### src/rtl/run_seq_pkg.sv
// Shared types and default constants for the run sequencer and its cycle timer.
package run_seq_pkg;

  localparam int unsigned DEF_AW       = 8;
  localparam int unsigned DEF_DW       = 8;
  localparam int unsigned DEF_RES_BASE = 4;
  localparam int unsigned DEF_RES_LEN  = 3;
  localparam int unsigned DEF_TIMEOUT  = 65535;
  localparam int unsigned CYC_W        = 16;

  typedef enum logic [2:0] {
    ST_IDLE   = 3'd0,
    ST_LOAD   = 3'd1,
    ST_LAUNCH = 3'd2,
    ST_RUN    = 3'd3,
    ST_DUMP   = 3'd4
  } run_state_t;

endpackage

### src/rtl/run_timer.sv
// Run-cycle counter: clears on launch, counts enabled cycles, saturates at TIMEOUT.
module run_timer
  import run_seq_pkg::*;
#(
  parameter int unsigned TIMEOUT = DEF_TIMEOUT
) (
  input  logic             CLK,
  input  logic             rst_n,
  input  logic             i_clr,
  input  logic             i_en,
  output logic [CYC_W-1:0] o_cycles,
  output logic             o_hit_c
);

  localparam logic [CYC_W-1:0] LIMIT = CYC_W'(TIMEOUT);

  logic [CYC_W-1:0] r_count;

  // Saturating counter; clear takes priority over counting
  always_ff @(posedge CLK or negedge rst_n) begin
    if (!rst_n) begin
      r_count <= '0;
    end else if (i_clr) begin
      r_count <= '0;
    end else if (i_en && (r_count != LIMIT)) begin
      r_count <= r_count + CYC_W'(1);
    end
  end

  assign o_cycles = r_count;
  assign o_hit_c  = (r_count == LIMIT);

endmodule

### src/rtl/run_sequencer.sv
// Host-side run controller: preloads data memory, launches the core, waits for
// halt or timeout, then streams a window of result bytes out of data memory.
module run_sequencer
  import run_seq_pkg::*;
#(
  parameter int unsigned AW       = DEF_AW,
  parameter int unsigned DW       = DEF_DW,
  parameter int unsigned RES_BASE = DEF_RES_BASE,
  parameter int unsigned RES_LEN  = DEF_RES_LEN,
  parameter int unsigned TIMEOUT  = DEF_TIMEOUT
) (
  input  logic             CLK,
  input  logic             rst_n,
  input  logic             cmd_valid,
  output logic             cmd_ready,
  input  logic [AW-1:0]    cmd_addr,
  input  logic [DW-1:0]    cmd_data,
  input  logic             cmd_last,
  output logic             mem_we,
  output logic [AW-1:0]    mem_addr,
  output logic [DW-1:0]    mem_wdata,
  input  logic [DW-1:0]    mem_rdata,
  output logic             start,
  input  logic             halt,
  output logic             res_valid,
  input  logic             res_ready,
  output logic [DW-1:0]    res_data,
  output logic [AW-1:0]    res_addr,
  output logic             res_last,
  output logic [CYC_W-1:0] cycles,
  output logic             timeout,
  output logic             busy
);

  localparam logic [AW-1:0] BASE     = AW'(RES_BASE);
  localparam logic [AW-1:0] LAST_IDX = AW'(RES_LEN - 1);

  run_state_t       r_state;
  logic             r_cmd_ready;
  logic             r_start;
  logic             r_mem_we;
  logic [AW-1:0]    r_mem_addr;
  logic [DW-1:0]    r_mem_wdata;
  logic             r_res_valid;
  logic [AW-1:0]    r_res_addr;
  logic             r_res_last;
  logic             r_timeout;
  logic             r_busy;
  logic [AW-1:0]    r_idx;

  logic             w_accept;
  logic             w_res_fire;
  logic             w_clr;
  logic             w_en;
  logic             w_hit;
  logic [CYC_W-1:0] w_cycles;

  assign w_accept   = cmd_valid && r_cmd_ready;
  assign w_res_fire = r_res_valid && res_ready;
  assign w_clr      = (r_state == ST_LAUNCH);
  assign w_en       = (r_state == ST_RUN) && !halt;

  run_timer #(
    .TIMEOUT (TIMEOUT)
  ) u_timer (
    .CLK      (CLK),
    .rst_n    (rst_n),
    .i_clr    (w_clr),
    .i_en     (w_en),
    .o_cycles (w_cycles),
    .o_hit_c  (w_hit)
  );

  // Sequencer FSM with registered preload, launch, run and dump outputs
  always_ff @(posedge CLK or negedge rst_n) begin
    if (!rst_n) begin
      r_state     <= ST_IDLE;
      r_cmd_ready <= 1'b1;
      r_start     <= 1'b1;
      r_mem_we    <= 1'b0;
      r_mem_addr  <= '0;
      r_mem_wdata <= '0;
      r_res_valid <= 1'b0;
      r_res_addr  <= '0;
      r_res_last  <= 1'b0;
      r_timeout   <= 1'b0;
      r_busy      <= 1'b0;
      r_idx       <= '0;
    end else begin
      // memory write is a single-cycle pulse per accepted command
      r_mem_we <= 1'b0;
      case (r_state)
        ST_IDLE, ST_LOAD: begin
          if (w_accept) begin
            r_mem_we    <= 1'b1;
            r_mem_addr  <= cmd_addr;
            r_mem_wdata <= cmd_data;
            r_busy      <= 1'b1;
            if (cmd_last) begin
              r_state     <= ST_LAUNCH;
              r_cmd_ready <= 1'b0;
            end else begin
              r_state <= ST_LOAD;
            end
          end
        end
        ST_LAUNCH: begin
          // final preload write lands this cycle; release the core next
          r_state   <= ST_RUN;
          r_start   <= 1'b0;
          r_timeout <= 1'b0;
        end
        ST_RUN: begin
          if (halt || w_hit) begin
            // halt wins over a simultaneous timeout
            r_timeout   <= !halt;
            r_state     <= ST_DUMP;
            r_start     <= 1'b1;
            r_mem_addr  <= BASE;
            r_res_addr  <= BASE;
            r_res_valid <= 1'b1;
            r_idx       <= '0;
            r_res_last  <= (LAST_IDX == '0);
          end
        end
        ST_DUMP: begin
          if (w_res_fire) begin
            if (r_res_last) begin
              r_state     <= ST_IDLE;
              r_res_valid <= 1'b0;
              r_res_last  <= 1'b0;
              r_cmd_ready <= 1'b1;
              r_busy      <= 1'b0;
            end else begin
              r_idx      <= r_idx + AW'(1);
              r_mem_addr <= r_mem_addr + AW'(1);
              r_res_addr <= r_res_addr + AW'(1);
              r_res_last <= ((r_idx + AW'(1)) == LAST_IDX);
            end
          end
        end
        default: begin
          r_state     <= ST_IDLE;
          r_cmd_ready <= 1'b1;
          r_start     <= 1'b1;
          r_res_valid <= 1'b0;
          r_res_last  <= 1'b0;
          r_busy      <= 1'b0;
        end
      endcase
    end
  end

  assign cmd_ready = r_cmd_ready;
  assign mem_we    = r_mem_we;
  assign mem_addr  = r_mem_addr;
  assign mem_wdata = r_mem_wdata;
  assign start     = r_start;
  assign res_valid = r_res_valid;
  assign res_data  = mem_rdata;
  assign res_addr  = r_res_addr;
  assign res_last  = r_res_last;
  assign cycles    = w_cycles;
  assign timeout   = r_timeout;
  assign busy      = r_busy;

endmodule
### config.mk
export PLATFORM = sky130hd
export DESIGN_NAME = run_sequencer
export DESIGN_NICKNAME = d
export VERILOG_FILES = /design/src/rtl/run_seq_pkg.sv /design/src/rtl/run_timer.sv /design/src/rtl/run_sequencer.sv
export SDC_FILE = /design/constraint.sdc
export NUM_CORES = 1
export LEC_CHECK = 0
export CAP_MARGIN = 30
export CORE_ASPECT_RATIO = 0.9
export CORE_MARGIN = 10
export CORE_UTILIZATION = 44
export CTS_CLUSTER_DIAMETER = 120
export DETAILED_ROUTE_END_ITERATION = 6
export PLACE_DENSITY = 0.77
export SYNTH_ARGS = -nofsm -noshare
export SYNTH_HDL_FRONTEND = slang
export SYNTH_SLANG_ARGS = --single-unit
export TNS_END_PERCENT = 1
### constraint.sdc
create_clock -name CLK -period 2 [get_ports CLK]
set_clock_uncertainty 0.05 [all_clocks]
set_input_delay 0.4 -clock CLK [delete_from_list [all_inputs] [get_ports CLK]]
set_output_delay 0.4 -clock CLK [all_outputs]
set_load 0.01 [all_outputs]
==> reports/qor.csv <==
stage,metric,value,unit
die,die_w,109,µm
sta,finalSetupViolations,2,
sta,worst_pin_slew,596,ps
final_layout,multi_input_area,1660,µm²
synth,synth_area,3130,µm²
sta,finalSetupTns,-14.4,ps
final_layout,regArea,1460,µm²
final_layout,drive_gt1_share,23.3,%
sta,maxSlewViolCount,0,
clock_network,clock_tree.root_cell,clkbuf_8,
sta,finalCritPeriodShare,101,%
global_route,grt_pass1_vias,2893,
drt,drc,0,
setup_path,r2r_end,r_idx[6]$_DFFE_PN0P_,
drt,via_per_inst,5.58,
die,die_y,100,µm
final_layout,fillCellCount,567,
setup_path,reg2regPathDepth,6,
die,start_util,44.9,%
synth,synthDistinctLibCells,57,
synth,yosys_warnings,0,
outcome,status,"finished, violations left",
setup_path,startpoint_type,flip-flop,
sta,rsz0062_at_grt,yes,
setup_path,crit_type,reg2reg,
pwr,p_per_area,535,nW/µm²
sta,hold_violations,0,
global_route,grt_pass1_wl,14.1,mm
final_layout,nets,473,
drt,vias,2992,
global_route,grt_remaining_overflow,0,
setup_path,required,2160,ps
synth,postSynth.asyncResetShare,100,%
outcome,violations,setup timing,
clock_network,ctsLongestPathBuffers,2,
final_layout,syn2layout_area_growth,45.4,%
clock_network,clock_latency,340,ps
clock_network,numCtsBuffers,9,
drt,drtPass1Iterations,5,
final_layout,final_util,65.3,%
die,core_area,6970,µm²
synth,synth-seq-cells,58,
worst_hold_path,hp-class,in2async,
setup_path,end_kind,flip-flop,
setup_path,critPathMaxFanout,6,
place,dpl.hpwl,6.36,mm
clock_network,tritoncts,done,
synth,synthesis.nets,363,
synth,synth-seq-area-share,46.5,%
sta,fin_ws,-12.9,ps
global_route,track_usage,15.8,%
flow_run,maxCapViolCount,0,
clock_network,cts_sinks,58,
sta,slew_headroom,60.2,%
clock_network,path_clk_slew,70,ps
pwr,leakagePower,1.97,nW
drt,avgRoutedWirePerCell,16.8,µm
setup_path,cp.arrival,2170,ps
pwr,vdd_ir_drop_max,0.407,mV
global_route,grt_max_degree,31,
synth,synth-main-ff-cell,dfrtp_1,
die,io_pins,85,
drt,drt_iter0_drc,153,
place,gp_congestion,0.860,
synth,syn_avg_cell_area,9.54,µm²
die,rows,29,
synth,synth_edf_count,0,
setup_path,r2r-start,u_timer.o_cycles[1]$_DFFE_PN0P_,
setup_path,ff2ff_setup_slack,-10,ps
die,dieArea,10900,µm²
place,io_buffer_count,68,
sta,max_freq,497,MHz
drt,wl,9.01,mm
global_route,antenna_found_initial,0,
sta,period_minus_slack,2010,ps
drt,final_antenna_net_count,0,
final_layout,antenna-diode-count,0,
clock_network,h-tree-depth,3,
synth,synthCells,328,
==> worst max-delay path: stages, from the launching register on <==
cell and delay [ps]:
dfrtp_1 360, ha_2 200, nand3_2 60, or4_4 650
a22o_4 350, o21ai_2 140, o41ai_2 80
==> how the worst max path moves through the flow <==
stage	start	to	cells past startpoint
after floorplan	u_timer.o_cycles[8]$_DFFE_PN0P_	r_idx[6]$_DFFE_PN0P_	6
after global placement	halt	u_timer.o_cycles[15]$_DFFE_PN0P_	6
after detailed placement	halt	u_timer.o_cycles[15]$_DFFE_PN0P_	6
after CTS	u_timer.o_cycles[3]$_DFFE_PN0P_	r_idx[2]$_DFFE_PN0P_	6
after global routing	u_timer.o_cycles[1]$_DFFE_PN0P_	r_idx[6]$_DFFE_PN0P_	6
final	u_timer.o_cycles[1]$_DFFE_PN0P_	r_idx[6]$_DFFE_PN0P_	6
==> layer usage <==
metal | global-route usage, % | vias up | wire length [µm]
met2 | 24.3 | 84 | 4310
met5 | 0 | - | 0
met4 | 3.85 | 0 | 53
met1 | 19.9 | 1478 | 3890
met3 | 6.92 | 8 | 750
li1 | - | 1422 | -
==> layout by cell type, fill, tap and decap left out, drive strengths merged, types with 3 or more instances in the layout <==
cell,count
nand2b,4
a22oi,3
dfrtp,56
mux2,8
ha,5
nand4,5
xor2,5
clkdlybuf4s50,66
nand2,36
a31oi,7
or3,3
buf,49
a211oi,5
or4,3
xnor2,12
nor4b,3
o21ai,22
inv,5
nor2,30
nand3,21
nor4,3
a22o,5
clkbuf,13
and3,4
a21oi,25
nor3,6
o21a,3
o31ai,8
==> synth_stat cells (all sizes together), types with 4 or more instances <==
library cell  number  area, µm²
and3               4       25.0
nand2b             4       25.0
o31ai              8       75.1
a211oi             5       37.5
mux2               8       90.1
xnor2             12        105
nand2             36        138
inv                5       18.8
o21ai             22        110
nand4              5       37.5
xor2               5       43.8
nand3             21        105
nor2              30        113
dfrtp             56       1400
a21oi             25        129
buf               14        105
clkbuf             6       23.8
ha                 5       62.6
a31oi              7       43.8
nor3               6       35.0
==> cells by family after synthesis <==
group,synth area share (%)
and+or+nand+nor,20.8
AOI/OAI and AO/OA,18.0
DFF,46.5
buffers and inverters,4.72
xor gates and xnor gates,4.76
muxes,3.20
adders and majority gates,2.00
==> stage by stage <==
stage / setup slack (ps) / instance area, µm² / total power, W / hold slack, ps / instances
2_1_floorplan: 13.7 / 3130 / 0.00122 / 54.4 / 328
3_3_place_gp: -162 / 4160 / 0.00127 / 152 / 516
3_5_place_dp: -238 / 4160 / 0.00127 / 155 / 516
4_1_cts: -15.6 / 4410 / 0.00246 / 323 / 533
5_1_grt: -95.1 / 4550 / 0.00253 / 333 / 536
6_report: -12.9 / 4550 / 0.00243 / 335 / 536
==> what timing repair did <==
item,in CTS,in global routing
pin swaps,2,13
hold buffers,1,0
resized for setup,3,28
setup endpoints to repair,12,23
setup buffers,0,2
hold endpoints to repair,2,0
gates cloned,0,2
==> sequential cells by signal, summed over array words and instances, names as in the netlist <==
name / count
timeout: 1
start: 1
r_state: 3
res_valid: 1
mem_we: 1
mem_wdata: 8
res_last: 1
cmd_ready: 1
res_addr: 8
mem_addr: 8
u_timer.o_cycles: 16
r_idx: 8
busy: 1
==> report_power, final <==
part           internal [W]  leakage (nW)  switching, W
combinational     0.0000441          1.10     0.0000352
clock              0.000711         0.108      0.000469
sequential          0.00117         0.763             0
==> cell type report <==
type	instances	area share (%)
timing repair buffer	117	23.5
multi-input combinational	247	36.6
inverter	5	0.413
clock inverter	3	0.991
clock buffer	13	3.94
tap	93	2.56
sequential	58	32.0
Note: power is estimated with default switching activity, not from simulation.
